[src/rtl/evu_counter_bank.sv]
// Programmable event-counter bank: per-counter CTRL/COUNT registers behind a
// one-cycle-ack register port, with a one-stage event capture pipeline.

module evu_counter_lane #(
  parameter int CNT_WIDTH = 32
) (
  input  logic                 clk_i,
  input  logic                 rst_i,
  input  logic                 evt_i,
  input  logic                 inhibit_i,
  input  logic                 wr_ctrl_i,
  input  logic                 wr_cnt_i,
  input  logic [6:0]           ctrl_wdata_i,
  input  logic [CNT_WIDTH-1:0] cnt_wdata_i,
  output logic [3:0]           sel_o,
  output logic [31:0]          ctrl_o,
  output logic [31:0]          cnt_o,
  output logic                 irq_o
);
  logic                 en_q, en_d, ie_q, ie_d, ovf_q, ovf_d, evt_q, evt_d;
  logic [3:0]           sel_q, sel_d;
  logic [CNT_WIDTH-1:0] cnt_q, cnt_d;

  always_comb begin
    en_d  = en_q;
    sel_d = sel_q;
    ie_d  = ie_q;
    ovf_d = ovf_q;
    cnt_d = cnt_q;
    evt_d = evt_i & en_q & ~inhibit_i;
    if (wr_ctrl_i) begin
      en_d  = ctrl_wdata_i[0];
      sel_d = ctrl_wdata_i[4:1];
      ie_d  = ctrl_wdata_i[5];
      // the captured sample came through the old select, so drop it
      evt_d = 1'b0;
      if (ctrl_wdata_i[6]) ovf_d = 1'b0;
    end
    // a COUNT write swallows the pending increment and its overflow;
    // a wrap overrides a same-edge W1C of ovf
    if (wr_cnt_i) begin
      cnt_d = cnt_wdata_i;
    end else if (evt_q) begin
      cnt_d = cnt_q + CNT_WIDTH'(1);
      if (&cnt_q) ovf_d = 1'b1;
    end
  end

  always_ff @(posedge clk_i or posedge rst_i) begin
    if (rst_i) begin
      en_q  <= 1'b0;
      sel_q <= '0;
      ie_q  <= 1'b0;
      ovf_q <= 1'b0;
      evt_q <= 1'b0;
      cnt_q <= '0;
    end else begin
      en_q  <= en_d;
      sel_q <= sel_d;
      ie_q  <= ie_d;
      ovf_q <= ovf_d;
      evt_q <= evt_d;
      cnt_q <= cnt_d;
    end
  end

  assign sel_o  = sel_q;
  assign ctrl_o = {25'b0, ovf_q, ie_q, sel_q, en_q};
  assign cnt_o  = 32'(cnt_q);
  assign irq_o  = ovf_q & ie_q;
endmodule

module evu_counter_bank #(
  parameter int NUM_COUNTERS = 4,
  parameter int CNT_WIDTH    = 32
) (
  input  logic                      clk_i,
  input  logic                      rst_i,
  input  logic [NUM_COUNTERS-1:0]   evt_i,
  output logic [4*NUM_COUNTERS-1:0] sel_o,
  input  logic                      inhibit_i,
  input  logic                      req_i,
  input  logic                      we_i,
  input  logic [3:0]                addr_i,
  input  logic [31:0]               wdata_i,
  output logic                      ack_o,
  output logic [31:0]               rdata_o,
  output logic                      err_o,
  output logic                      irq_o
);
  logic [NUM_COUNTERS-1:0][31:0] ctrl_rd, cnt_rd;
  logic [NUM_COUNTERS-1:0]       irq_v;
  logic [2:0]                    idx;
  logic                          idx_err;
  logic [31:0]                   rd_val;
  logic                          ack_q, ack_d, err_q, err_d;
  logic [31:0]                   rdata_q, rdata_d;

  assign idx     = addr_i[3:1];
  assign idx_err = {1'b0, idx} >= 4'(NUM_COUNTERS);

  for (genvar k = 0; k < NUM_COUNTERS; k++) begin : g_lane
    logic sel_hit;
    assign sel_hit = req_i & we_i & (idx == 3'(k));
    evu_counter_lane #(.CNT_WIDTH(CNT_WIDTH)) u_lane (
      .clk_i       (clk_i),
      .rst_i       (rst_i),
      .evt_i       (evt_i[k]),
      .inhibit_i   (inhibit_i),
      .wr_ctrl_i   (sel_hit & ~addr_i[0]),
      .wr_cnt_i    (sel_hit & addr_i[0]),
      .ctrl_wdata_i(wdata_i[6:0]),
      .cnt_wdata_i (wdata_i[CNT_WIDTH-1:0]),
      .sel_o       (sel_o[4*k +: 4]),
      .ctrl_o      (ctrl_rd[k]),
      .cnt_o       (cnt_rd[k]),
      .irq_o       (irq_v[k])
    );
  end

  always_comb begin
    rd_val = '0;
    for (int k = 0; k < NUM_COUNTERS; k++)
      if (idx == 3'(k)) rd_val = addr_i[0] ? cnt_rd[k] : ctrl_rd[k];
  end

  // read data and error are captured per request and held between acks
  always_comb begin
    ack_d   = req_i;
    err_d   = err_q;
    rdata_d = rdata_q;
    if (req_i) begin
      err_d   = idx_err;
      rdata_d = (we_i || idx_err) ? 32'h0 : rd_val;
    end
  end

  always_ff @(posedge clk_i or posedge rst_i) begin
    if (rst_i) begin
      ack_q   <= 1'b0;
      err_q   <= 1'b0;
      rdata_q <= '0;
    end else begin
      ack_q   <= ack_d;
      err_q   <= err_d;
      rdata_q <= rdata_d;
    end
  end

  assign ack_o   = ack_q;
  assign err_o   = err_q;
  assign rdata_o = (ack_q && !err_q) ? rdata_q : 32'h0;
  assign irq_o   = |irq_v;
endmodule

[config.mk]
export PLATFORM = sky130hd
export DESIGN_NAME = evu_counter_bank
export DESIGN_NICKNAME = d
export VERILOG_FILES = /design/src/rtl/evu_counter_bank.sv
export SDC_FILE = /design/constraint.sdc
export NUM_CORES = 1
export LEC_CHECK = 0
export BUFFER_PORTS_ARGS = -buffer_cell sky130_fd_sc_hd__buf_2
export CORE_MARGIN = 4
export CORE_UTILIZATION = 40
export DETAILED_ROUTE_END_ITERATION = 12
export GPL_TIMING_DRIVEN = 0
export SLEW_MARGIN = 20
export SYNTH_ARGS = -nofsm -noshare
export SYNTH_HDL_FRONTEND = slang
export SYNTH_SLANG_ARGS = --single-unit
[constraint.sdc]
create_clock -name clk_i -period 5.2 [get_ports clk_i]
set_input_delay 0.26 -clock clk_i [delete_from_list [all_inputs] [get_ports clk_i]]
set_output_delay 0.26 -clock clk_i [all_outputs]
set_load 0.01 [all_outputs]
==> metrics, run 1 <==
status finished, final reports clean; busiest grt layer met2; pre-CTS setup slack 2.60 ns; number of buffers added on ports 95; CTS tree yes; # rows 60; Yosys cell types 43; Seq pwr share 46.7%; CP most frequent cell buf_2; share of cells above drive strength 1 16.1%; top achievable clock speed 366 MHz; global route overflow 0; Die Span Y 174 µm; dpl cells 1669; pwr dens 402 nW/µm²; Seq. cell area 4850 µm²; boundary pin count 96; number of buffers created by CTS 17; initial antenna violation count 0; Sink Count 194; P_int 0.00318 W; area occupied by multi-input gates 5710 µm²; Switch Pwr 0.00191 W; Max clock buf depth 2; DPL Wire Length 28000 µm; Setup TNS 0 ns; Layout Nets 1398; Tmin final 2.73 ns; Worst-Skew Late Latency 0.44 ns; Diodes inserted 0; fin crit share 52.5%; Leakage 5.04 nW; combinational share of power 27.8%; Main synth FF type dfrtp_1; routability cong. 0.966; largest net degree at the start of global routing 34; GRT Util Overall 24.4%; Switching Fraction 37.5%; #FFs+latches synth 194; RSZ-0062 raised after global routing false; Req. time, crit path 5.55 ns; Synth async-reset ratio 100%; crit path cell chain dlygate4sd3_1 > buf_2 > buf_2 > nand2_1 > nor3b_2 > clkbuf_1 > o21ai_0 > o22ai_1; Critical path origin req_i; worst setup margin 2.47 ns; Routed Antenna Nets 0; Post-Syn Instances 1227; routed vias/inst 5.85; Die Area 30300 µm²; Least-Margin Pin Slew 1.03 ns; setup violators final 0; post-synthesis sequential area ratio 44.0%; Crit Reg-Reg Startpoint g_lane[0].u_lane.cnt_o[8]; Iteration-0 DRC Markers 1171; Non-Filler Instances 1702; total power 0.00509 W; Crit path largest cell delay 0.74 ns; slew margin rel. 31.1%; Clk pwr share 25.5%; crit path max fanout 10; grt met3 use 3.96%; WP data arrival 3.08 ns; area of the core 27000 µm²; Setup Buffers After CTS 0; crit end category flop; Clock H-tree levels 4; wirelength, routed 37300 µm; Hold/Removal Path Class primary input to flop; Slew Viols, Final 0; per-cell routed wire length 21.9 µm; die width 174 µm; commonest cells after routing, fill and taps aside dfrtp_1, nor2_1, a21oi_1; GR Util met1 35.0%; Post-synth EDFFs 0; Hold-fix buffers, CTS 2; final hold viol count 0; post-layout util 46.8%; Syn Std Cell Area 11000 µm²; filler cell count 2664; mean post-synth cell area 8.98 µm²; Root Driver clkbuf_16; syn nets 1276; most common cell after layout, fill and taps aside dfrtp_1; Pre-Repair DR Iteration Count 5; Worst-path clk slew 0.07 ns; vias in the first global route 9681; Layout area overhead 14.8%; critical path class primary input to flop; count of warnings emitted by yosys 0; Initial Utilization 40.8%; Crit-path slowest cell nor3b_2; worst vdd ir 249 µV; cts repair resizes 0; Post-route DRC 0; Worst Hold Launch evt_i[3]; max_cap viols 0; global-route wire length before repair 57700 µm; detailed-route via count 9949; M2 GR Usage 37.8%; Setup Skew 0.0113 ns; Startpoint Class primary input
[flip-flops by register name (all words and copies together), names as in the netlist]
register	count
g_lane.u_lane.ie_q	4
rdata_q	32
err_o	1
g_lane.u_lane.sel_o	16
g_lane.u_lane.evt_q	4
g_lane.u_lane.en_q	4
ack_o	1
g_lane.u_lane.cnt_o	128
g_lane.u_lane.ovf_q	4
[metrics by stage]
stage | hold WS (ns) | instance area, µm²
after floorplan | 0.291 | 11000
after global placement | 0.379 | 11900
after detailed placement | 0.251 | 12100
after CTS | 0.0474 | 12700
after global routing | 0.0575 | 12700
final | 0.0591 | 12700
[path summary, 6_finish.rpt]
path	endpoint	cells after the start	slack [ns]
min	g_lane[3].u_lane.evt_q	3	0.06
max in group asynchronous	g_lane[0].u_lane.cnt_o[27]	6	3.88
max	rdata_q[7]	8	2.47
max reg2reg	g_lane[0].u_lane.cnt_o[29]	6	2.67
min in group asynchronous	g_lane[0].u_lane.cnt_o[1]	3	0.34
min reg2reg	rdata_q[6]	2	0.52
[worst max-delay path, delay by kind of cell]
kind | cells | cell delay, ns
AO/OA/AOI/OAI | 2 | 0.45
buffers and inverters | 4 | 1.38
AND/OR/NAND/NOR | 2 | 0.98
[power groups by stage]
stage               registers [W]  clock network, W  logic [W]
finish                    0.00238           0.00130    0.00142
global route              0.00243           0.00138    0.00156
CTS                       0.00236           0.00132    0.00140
detailed placement        0.00239                 0    0.00139
global placement          0.00238                 0    0.00134
floorplan                 0.00224                 0    0.00100
[synth_stat cells, types with 2 or more instances]
| cell | instances | area [µm²] |
|---|---|---|
| xor2_1 | 81 | 709 |
| nand4_1 | 60 | 375 |
| or2_2 | 3 | 18.8 |
| or4b_2 | 2 | 20.0 |
| o22ai_1 | 50 | 313 |
| dfrtp_1 | 194 | 4850 |
| nor3_1 | 16 | 80.1 |
| o221ai_1 | 7 | 61.3 |
| buf_2 | 14 | 70.1 |
| or2_1 | 2 | 12.5 |
| xnor2_1 | 43 | 377 |
| nand2b_1 | 9 | 56.3 |
| mux2_2 | 59 | 664 |
| inv_1 | 46 | 173 |
| and3_1 | 24 | 150 |
| nand3_1 | 46 | 230 |
| o21ai_0 | 54 | 270 |
| nor4_1 | 17 | 106 |
| buf_1 | 4 | 15.0 |
| and4b_1 | 3 | 30.0 |
| and2_1 | 37 | 231 |
| and4_1 | 8 | 70.1 |
| or3_1 | 4 | 25.0 |
| nor2_1 | 151 | 567 |
| ha_1 | 4 | 50.1 |
| a21oi_1 | 139 | 696 |
| a22oi_1 | 2 | 15.0 |
| mux2i_1 | 11 | 110 |
| nor2b_1 | 10 | 62.6 |
| nand3b_1 | 9 | 67.6 |
| a221o_1 | 7 | 70.1 |
| nand2_1 | 47 | 176 |
| clkbuf_1 | 54 | 203 |
[layer usage]
metal / vias up / part of all wire (%)
li1: 4566 / -
met2: 394 / 45
met3: 62 / 6.8
met1: 4927 / 45
met4: 0 / 3.4
met5: - / 0
[final cells by class]
class	instances	share of cell area [%]
timing repair buffer	103	4.86
clock buffer	20	3.61
multi-input combinational	913	45.1
tap	341	3.37
inverter	46	1.39
clock inverter	11	0.860
buffer	74	2.42
sequential	194	38.3
[cell families after synthesis]
| family | Yosys count | share of synthesized area (%) |
|---|---|---|
| compound gates | 259 | 12.9 |
| xor+xnor | 124 | 9.85 |
| fa+ha+maj | 4 | 0.454 |
| buf+inv | 120 | 4.35 |
| flops | 194 | 44.0 |
| mux | 70 | 7.03 |
| simple gates | 456 | 21.4 |
Note: power is estimated with default switching activity, not from simulation.
==> run 2: changes to the inputs <==
Settings changed: ABC_AREA from default to 1.
Clock period 5.2 ns to 2.2 ns, I/O delays scaled along.
==> run 2 against run 1 <==
  * Sequential power rose to 2.5 times the previous value
  * Clock power grew to 2.5 times the previous value
  * Final cell count is 59% higher
  * Sequential share of layout area shrank 6.4 points
  * Power rose to 2.8 times the previous value
  * Utilization is essentially flat
  * Worst hold slack lost 0.031 ns
  * First-iteration DRC count is 26% higher
  * Largest power group unchanged
==> metrics, run 2 <==
status finished, final reports clean; global-route wire length before repair 83400 µm (+45%); vias in the first global route 13500 (+40%); number of buffers added on ports 95 (unchanged); combinational share of power 34.1% (+6.3 points); top achievable clock speed 474 MHz; Layout area overhead 15.6%; Req. time, crit path 2.50 ns (-3.05 ns); number of buffers created by CTS 17 (unchanged); max reg flops 128 (unchanged); Critical Path End rdata_q[25]; filler cell count 3481 (+31%); Main synth FF type dfrtp_1; #FFs+latches synth 194 (unchanged); share of cells above drive strength 1 8.11% (-8.0 points); Slew Viols, Final 0 (unchanged); dpl cells 2650 (+59%); max_cap viols 0 (unchanged); slew margin rel. 57.3% (+26 points); Switch Pwr 0.00628 W (+230%); pre-CTS setup slack 0.184 ns (-2.41 ns); Clock H-tree levels 4 (unchanged); RSZ-0062 raised after global routing false; Setup Skew 0.0169 ns (+0.00563 ns); mean post-synth cell area 6.25 µm² (-30%); area of the core 32500 µm² (+20%); Startpoint Class primary input; crit end category flop; Highest Signal Layer met5; boundary pin count 96 (unchanged); area leader, netlist dfrtp_1; Diodes inserted 0 (unchanged); worst setup margin 0.0917 ns (-2.38 ns); Crit-path slowest cell dlygate4sd3_1; Synth async-reset ratio 100% (unchanged); Tmin final 2.11 ns; detailed-route via count 14400 (+44%); DPL Wire Length 44400 µm (+58%); setup violators final 0 (unchanged); crit path max fanout 10 (unchanged); # rows 66 (+10%); Post-synth EDFFs 0 (unchanged); fin crit share 95.8%; top cells by count, synth nand2_1, inv_1, nor2_1, dfrtp_1, o21ai_0; Crit Reg-Reg Endpoint g_lane[1].u_lane.ovf_q; Hold/Removal Path Class primary input to flop; largest net degree at the start of global routing 32 (-5.9%); Crit Reg-Reg Startpoint g_lane[1].u_lane.cnt_o[1]; P_int 0.00785 W (+150%); Synth top area share 36.9% (-7.1 points); worst vdd ir 562 µV (+130%); Critical path origin addr_i[3]; Routed Antenna Nets 0 (unchanged); count of warnings emitted by yosys 0 (unchanged); Sink Count 194 (unchanged); most common cell after layout, fill and taps aside nand2_1; Switching Fraction 44.5% (+7.0 points); post-layout util 46.9% (about the same); Iteration-0 DRC Markers 1479 (+26%); placed cell area 14300 µm² (+19%); Least-Margin Pin Slew 0.639 ns (-0.392 ns); Layout Nets 2304 (+65%); Worst-Skew Late Latency 0.47 ns (+0.03 ns); R2R cell count 9 (+3); Routed met2 length 24100 µm (+43%); Yosys cell types 33 (-23%); global route overflow 0 (unchanged); Clk pwr share 23.0% (-2.5 points); post-synthesis sequential area ratio 36.9% (-7.1 points); Seq pwr share 42.9% (-3.8 points); Die Area 35900 µm² (+18%); Pre-Repair DR Iteration Count 6 (+1); Max clock buf depth 2 (unchanged); Final Cell Area 15200 µm² (+20%); CTS tree yes; Die Span Y 189 µm (+8.8%); wire length on met1 24400 µm (+47%); Syn Std Cell Area 13200 µm² (+19%); Initial Utilization 40.5% (-0.26 points); wirelength, routed 55900 µm (+50%); Post-Syn Instances 2106 (+72%); largest cells by area after synthesis dfrtp_1, nand2_1, inv_1, nor2_1, o21ai_0; Crit path largest cell delay 0.52 ns (-0.22 ns); pwr dens 929 nW/µm² (+130%); commonest cells after routing, fill and taps aside nand2_1, inv_1, nor2_1; routability cong. 1.02 (+5.1%); Non-Filler Instances 2710 (+59%); critical path class primary input to flop; Met3 Wirelength 4750 µm (+87%); initial antenna violation count 1 (+1); final hold viol count 0 (unchanged); syn nets 2155 (+69%); Leakage 7.34 nW (+46%); routed vias/inst 5.30 (-9.3%); per-cell routed wire length 20.6 µm (-5.8%); most numerous cell in the Yosys netlist nand2_1; Post-route DRC 0 (unchanged); GRT Util Overall 31.1% (+6.7 points); Root Driver clkbuf_16; WP data arrival 2.41 ns (-0.67 ns); CP most frequent cell o21ai_0; die width 189 µm (+8.8%); flop2flop setup slack 0.32 ns (-2.35 ns); Worst-path clk slew 0.09 ns (+0.02 ns); crit path cell chain dlygate4sd3_1 > buf_2 > nor2_2 > nand2_1 > clkbuf_1 > o22ai_1 > o21ai_0 > o21ai_0
==> run 2: changes by cell type in the layout (fill, tap and decap cells not counted), moves of 35 or more <==
cell     before  now
nor2_1      151  258
inv_1        45  333
nand2_1      47  706
xor2_1       81   37
a21oi_1     139   40
mux2_2       59    0
nand4_1      60    5
nand3_1      46  128
o21ai_0      54  189
xnor2_1      43    8
==> run 2: how the worst min path moves through the flow <==
stage	start	depth (start not counted)	to
floorplan	req_i	0	ack_o
global placement	req_i	1	ack_o
detailed placement	rst_i	2	g_lane[3].u_lane.cnt_o[0]
CTS	wdata_i[7]	3	g_lane[0].u_lane.cnt_o[7]
global route	wdata_i[7]	3	g_lane[0].u_lane.cnt_o[7]
finish	wdata_i[15]	5	g_lane[2].u_lane.cnt_o[15]
==> run 2: cells by family after synthesis <==
| logic type | synth area share (%) |
|---|---|
| AOI/OAI and AO/OA | 14.1 |
| xor gates and xnor gates | 3.00 |
| adders and majority gates | 0.380 |
| buffers and inverters | 11.6 |
| DFF | 36.9 |
| and+or+nand+nor | 34.0 |
==> run 2: power by group through the flow <==
stage	registers, W	logic (W)	clock network (W)
global route	0.00620	0.00541	0.00344
finish	0.00606	0.00481	0.00326
floorplan	0.00565	0.00320	0
detailed placement	0.00605	0.00467	0
global placement	0.00606	0.00455	0
CTS	0.00601	0.00471	0.00330
==> run 2: layer usage <==
metal  track usage, %  vias to the layer above
met2             47.4                      627
li1                 -                     6889
met1             43.4                     6745
met4             13.4                        2
met3             6.05                      103
met5                0                        -
==> run 2: what timing repair did <==
action,in CTS,in global routing
setup buffers,0,2
setup endpoints to repair,1,18
gates resized for setup,1,4
hold buffers,26,0
cloned,0,0
pin swaps,0,1
hold endpoints to repair,51,0
==> run 2: layout make-up <==
cell class | instances | area (µm²) | area share [%]
sequential | 194 | 4850 | 31.9
inverter | 338 | 1270 | 8.37
multi-input combinational | 1514 | 6780 | 44.6
clock inverter | 15 | 153 | 1.00
tap | 442 | 553 | 3.64
buffer | 60 | 260 | 1.71
clock buffer | 17 | 425 | 2.80
timing repair buffer | 130 | 906 | 5.96
==> run 2: worst max-delay path: cells and delay by family <==
| kind | cells | cell delay, ns |
|---|---|---|
| AOI/OAI and AO/OA | 3 | 0.84 |
| and+or+nand+nor | 2 | 0.35 |
| buffers and inverters | 3 | 1.11 |
==> run 2: through the flow <==
step                      hold WS [ns]  total power [W]  setup TNS, ns
after floorplan                  0.141          0.00885         -80.40
after global placement           0.265           0.0106        -379.09
after detailed placement         0.235           0.0107              0
after CTS                       0.0124           0.0140              0
after global routing            0.0212           0.0150              0
final                           0.0283           0.0141              0
